File: config.mk
export PLATFORM = sky130hd
export DESIGN_NAME = cpu
export DESIGN_NICKNAME = d
export VERILOG_FILES = /design/src/rtl/cpu.sv
export SDC_FILE = /design/constraint.sdc
export NUM_CORES = 1
export LEC_CHECK = 0
export ABC_AREA = 1
export BUFFER_PORTS_ARGS = -buffer_cell sky130_fd_sc_hd__buf_2
export CAP_MARGIN = 10
export CORE_UTILIZATION = 60
export DETAILED_ROUTE_END_ITERATION = 12
export GPL_ROUTABILITY_DRIVEN = 0
export PLACE_DENSITY = 0.78
export SLEW_MARGIN = 10
export SYNTH_ARGS = -nofsm -noshare
export SYNTH_HDL_FRONTEND = slang
export SYNTH_SLANG_ARGS = --single-unit
File: constraint.sdc
create_clock -name clk -period 34.5 [get_ports clk]
set_input_delay 6.9 -clock clk [delete_from_list [all_inputs] [get_ports clk]]
set_output_delay 6.9 -clock clk [all_outputs]
set_load 0.02 [all_outputs]
File: src/rtl/cpu.sv
// GPIO display engine: registers GPIO_in, converts it to 8 packed BCD digits, and saturates values above 99_999_999.
// Optional macro CPU_OUTREG2_EN adds a mid-conversion register, giving a 3-cycle latency.
module cpu (
  input  logic        clk,
  input  logic        rst,
  input  logic [31:0] GPIO_in,
  output logic [31:0] GPIO_out
);

  localparam int unsigned IN_W   = 32;
  localparam int unsigned DIGITS = 8;
  localparam int unsigned OUT_W  = 4 * DIGITS;
  localparam int unsigned STEPS  = 27;
  localparam int unsigned SPLIT  = 14;
  localparam int unsigned SR_W   = OUT_W + STEPS;

  localparam logic [IN_W-1:0]  MAX_VAL = IN_W'(99_999_999);
  localparam logic [OUT_W-1:0] SAT_VAL = {DIGITS{4'h9}};

  // The shift register holds {bcd, remaining binary bits}. One step applies add-3, then shifts left by one.
  function automatic logic [SR_W-1:0] dd_steps(input logic [SR_W-1:0] sr_in, input int unsigned n);
    logic [SR_W-1:0] t;
    t = sr_in;
    for (int unsigned s = 0; s < n; s++) begin
      for (int unsigned d = 0; d < DIGITS; d++) begin
        if (t[STEPS + 4*d +: 4] >= 4'd5) begin
          t[STEPS + 4*d +: 4] = t[STEPS + 4*d +: 4] + 4'd3;
        end
      end
      t = t << 1;
    end
    return t;
  endfunction

  function automatic logic [OUT_W-1:0] dd_finish(input logic [SR_W-1:0] sr_in, input int unsigned n);
    logic [SR_W-1:0] t;
    t = dd_steps(sr_in, n);
    return t[SR_W-1 -: OUT_W];
  endfunction

  logic [IN_W-1:0]  in_q;
  logic [OUT_W-1:0] out_q, out_d;
  logic             sat_d;

  assign sat_d    = (in_q > MAX_VAL);
  assign GPIO_out = out_q;

`ifdef CPU_OUTREG2_EN
  logic [SR_W-1:0] mid_q, mid_d;
  logic            sat_q;

  always_comb begin
    mid_d = dd_steps({OUT_W'(0), in_q[STEPS-1:0]}, SPLIT);
    out_d = sat_q ? SAT_VAL : dd_finish(mid_q, STEPS - SPLIT);
  end

  always_ff @(posedge clk) begin
    if (rst) begin
      in_q  <= '0;
      mid_q <= '0;
      sat_q <= 1'b0;
      out_q <= '0;
    end else begin
      in_q  <= GPIO_in;
      mid_q <= mid_d;
      sat_q <= sat_d;
      out_q <= out_d;
    end
  end
`else
  always_comb begin
    out_d = sat_d ? SAT_VAL : dd_finish({OUT_W'(0), in_q[STEPS-1:0]}, STEPS);
  end

  always_ff @(posedge clk) begin
    if (rst) begin
      in_q  <= '0;
      out_q <= '0;
    end else begin
      in_q  <= GPIO_in;
      out_q <= out_d;
    end
  end
`endif

endmodule

==> reports/summary.json <==
{
  "first_global_vias": {"value": 11705},
  "layout-drive-gt1-share": {"value": 26.7, "unit": "%"},
  "grtUsageTotal": {"value": 22.7, "unit": "%"},
  "timing.setup.tns": {"value": 0, "unit": "ns"},
  "fp.dieArea": {"value": 22700, "unit": "sq um"},
  "num_rows": {"value": 54},
  "wl_per_cell": {"value": 9.66, "unit": "um"},
  "critical_path_peak_fanout": {"value": 5},
  "cts_buffer_depth": {"value": 2},
  "reg2reg_setup_slack": {"value": 18.55, "unit": "ns"},
  "fmax": {"value": 0.0627, "unit": "GHz"},
  "cts_sinks": {"value": 64},
  "clk_latency": {"value": 0.34, "unit": "ns"},
  "synth_fp_nets": {"value": 2326},
  "die_x": {"value": 151, "unit": "um"},
  "drt_pass1_iterations": {"value": 6},
  "min_period": {"value": 15.95, "unit": "ns"},
  "cts-buffers-inserted": {"value": 9},
  "number_of_flops_mapped_to_enable_cells_by_yosys": {"value": 0},
  "effective_utilization_at_floorplan": {"value": 61.0, "unit": "%"},
  "report.final.slew_viol_count": {"value": 0},
  "setup.worst_path.end_class": {"value": "register"},
  "detail_route.wirelength": {"value": 24800, "unit": "um"},
  "grt_max_degree": {"value": 41},
  "cp_num_cells": {"value": 123},
  "nets": {"value": 2398},
  "ant_nets": {"value": 0},
  "coreArea": {"value": 21800, "unit": "sq um"},
  "synth.yosys.warnings": {"value": 0},
  "drc": {"value": 0},
  "synth-seq-cells": {"value": 64},
  "clk_pin_slew_worst_paths": {"value": 0.06, "unit": "ns"},
  "clock_tree_from_tritoncts": {"value": "built"},
  "pin_count": {"value": 66},
  "ys_types": {"value": 45},
  "synthDominantCellAreaShare": {"value": 18.1, "unit": "%"},
  "unrepaired_setup_endpoints_after_global_routing": {"value": "false"},
  "tightest_slew": {"value": 0.606, "unit": "ns"},
  "worst_setup_path_startpoint": {"value": "in_q[25]$_SDFF_PP0_"},
  "layout.core_utilization": {"value": 65.4, "unit": "%"},
  "netlist_top_cells_count": {"value": "638 x sky130_fd_sc_hd__nand2_1, 318 x sky130_fd_sc_hd__inv_1, 236 x sky130_fd_sc_hd__nand2_2"},
  "synth_area": {"value": 13300, "unit": "sq um"},
  "number_of_violations_reported_at_the_end_of_detailed_routing_iteration_0": {"value": 336},
  "synth-async-reset-ratio": {"value": 0, "unit": "%"},
  "skew": {"value": 0.00854, "unit": "ns"},
  "vias": {"value": 13137},
  "synthToLayoutAreaGrowth": {"value": 7.28, "unit": "%"},
  "grt_antenna_before_repair": {"value": 0},
  "critPathKind": {"value": "register to register"},
  "crit_arrival": {"value": 16.15, "unit": "ns"},
  "timing.max_cap.violations": {"value": 0},
  "cp.required": {"value": 34.70, "unit": "ns"},
  "worst_hold_path_type": {"value": "register to register"},
  "postCtsSetupRepairBufs": {"value": 0},
  "termination_of_the_worst_setup_path": {"value": "GPIO_out[29]$_SDFF_PP0_"},
  "via_per_inst": {"value": 5.12},
  "wire_length_of_the_first_global_routing_pass": {"value": 44900, "unit": "um"},
  "final_setup_viols": {"value": 0},
  "slowest_stage_delay_on_critical_path": {"value": 0.40, "unit": "ns"},
  "slew_headroom": {"value": 59.5, "unit": "%"},
  "critical-path-slowest-cell": {"value": "sky130_fd_sc_hd__o21ai_0"},
  "yosys.cell_count.top_type": {"value": "sky130_fd_sc_hd__nand2_1"},
  "rr_endpoint": {"value": "GPIO_out[29]$_SDFF_PP0_"},
  "final_min_period_over_clock_period": {"value": 46.2, "unit": "%"},
  "chipHeight": {"value": 151, "unit": "um"},
  "cp.buffers_inverters": {"value": 21},
  "run_status": {"value": "finished clean"},
  "filler_cell_count": {"value": 1999},
  "clock_tree.htree_level_count": {"value": 3},
  "hpwlAfterDp": {"value": 21100, "unit": "um"},
  "synth_area_per_cell": {"value": 6.01, "unit": "sq um"},
  "synth-seq-area-share": {"value": 9.66, "unit": "%"},
  "crit-reg2reg-launch": {"value": "in_q[25]$_SDFF_PP0_"},
  "numPortBuffers": {"value": 65},
  "timing.critical_path.mode_cell": {"value": "sky130_fd_sc_hd__nand2_1"},
  "syn-instance-count": {"value": 2207},
  "timing.critical_path.from_type": {"value": "register"},
  "synth_top_cell_by_area": {"value": "sky130_fd_sc_hd__nand2_1"},
  "report.final.hold_viol_count": {"value": 0},
  "worst-r2r-cell-count": {"value": 123},
  "ys.flop_type": {"value": "sky130_fd_sc_hd__dfxtp_1"},
  "post_synth_main_area_contributors": {"value": "sky130_fd_sc_hd__nand2_1 18%, sky130_fd_sc_hd__nand2_2 11%, sky130_fd_sc_hd__dfxtp_1 9.7%, sky130_fd_sc_hd__inv_1 9.0%, sky130_fd_sc_hd__nand3_1 8.8%"},
  "antenna_cells": {"value": 0},
  "grt.overflow.total": {"value": 0},
  "cpLargestDelayFamily": {"value": "simple AND/OR/NAND/NOR gates"},
  "root_buffer": {"value": "sky130_fd_sc_hd__clkbuf_16"},
  "cts_resized": {"value": 0},
  "postCtsHoldBufs": {"value": 0}
}
## stage by stage
stage	cells	setup slack (ns)	area [sq um]	hold WS [ns]
finish	2564	18.55	14200	0.492
global route	2564	16.33	14200	0.526
CTS	2564	18.48	14200	0.490
detailed placement	2548	18.48	13900	0.479
global placement	2548	19.37	13900	0.482
floorplan	2207	20.14	13300	0.437
## logic make-up after synthesis
family | synth area share, %
AND/OR/NAND/NOR | 59.0
buffers and inverters | 11.5
adder cells (fa/ha/maj) | 8.02
flip-flops | 9.66
AO/OA/AOI/OAI | 8.23
XOR/XNOR | 3.58
## worst min-delay path, cell delays in order, from the launching register on
cell,delay [ns]
sky130_fd_sc_hd__dfxtp_1,0.30
sky130_fd_sc_hd__inv_1,0.08
sky130_fd_sc_hd__a21oi_1,0.07
## metal layers
metal / track usage, % / routed length, um / part of all wire, % / vias to the layer above
li1: - / - / - / 7215
met4: 5.05 / 224 / 0.90 / 0
met2: 42.4 / 12000 / 48 / 125
met5: 0 / 0 / 0 / -
met1: 27.6 / 12000 / 49 / 5778
met3: 2.55 / 496 / 2.0 / 19
## flip-flops by register name, summed over array words and instances (netlist names)
signal,flops
GPIO_out,32
in_q,32
## area by class of cell
class / instances / area [sq um] / area share [%]
tap: 280 / 350 / 2.46
clock buffer: 9 / 225 / 1.58
sequential: 64 / 1280 / 9.00
inverter: 395 / 1500 / 10.5
multi-input combinational: 1742 / 10500 / 73.6
clock inverter: 7 / 71.3 / 0.501
timing repair buffer: 67 / 340 / 2.39
## worst min-delay path by stage
stage / slack, ns / cells after the start / to / start
floorplan: 0.44 / 2 / GPIO_out[0]$_SDFF_PP0_ / in_q[0]$_SDFF_PP0_
global placement: 0.48 / 2 / GPIO_out[0]$_SDFF_PP0_ / in_q[0]$_SDFF_PP0_
detailed placement: 0.48 / 2 / GPIO_out[0]$_SDFF_PP0_ / in_q[0]$_SDFF_PP0_
CTS: 0.49 / 2 / GPIO_out[0]$_SDFF_PP0_ / in_q[0]$_SDFF_PP0_
global route: 0.53 / 2 / GPIO_out[0]$_SDFF_PP0_ / in_q[0]$_SDFF_PP0_
finish: 0.49 / 2 / GPIO_out[0]$_SDFF_PP0_ / in_q[0]$_SDFF_PP0_
## placed cells by master, fill, tap and decap left out, types with 14 or more instances in the layout
| master | n |
|---|---|
| sky130_fd_sc_hd__o21ai_1 | 25 |
| sky130_fd_sc_hd__inv_2 | 62 |
| sky130_fd_sc_hd__nor2_1 | 70 |
| sky130_fd_sc_hd__a21oi_1 | 32 |
| sky130_fd_sc_hd__o21ai_0 | 14 |
| sky130_fd_sc_hd__nand2_4 | 61 |
| sky130_fd_sc_hd__nand3b_1 | 21 |
| sky130_fd_sc_hd__xor2_1 | 28 |
| sky130_fd_sc_hd__nand2_1 | 638 |
| sky130_fd_sc_hd__nand3_4 | 14 |
| sky130_fd_sc_hd__buf_2 | 65 |
| sky130_fd_sc_hd__nand4_1 | 90 |
| sky130_fd_sc_hd__nand2_2 | 236 |
| sky130_fd_sc_hd__dfxtp_1 | 64 |
| sky130_fd_sc_hd__ha_1 | 85 |
| sky130_fd_sc_hd__nand3_1 | 232 |
| sky130_fd_sc_hd__o21ai_2 | 46 |
| sky130_fd_sc_hd__inv_1 | 318 |
| sky130_fd_sc_hd__nand3_2 | 70 |
Power is not shown: default switching activity piles up to over one toggle a cycle in this logic, so the estimate is an artifact.
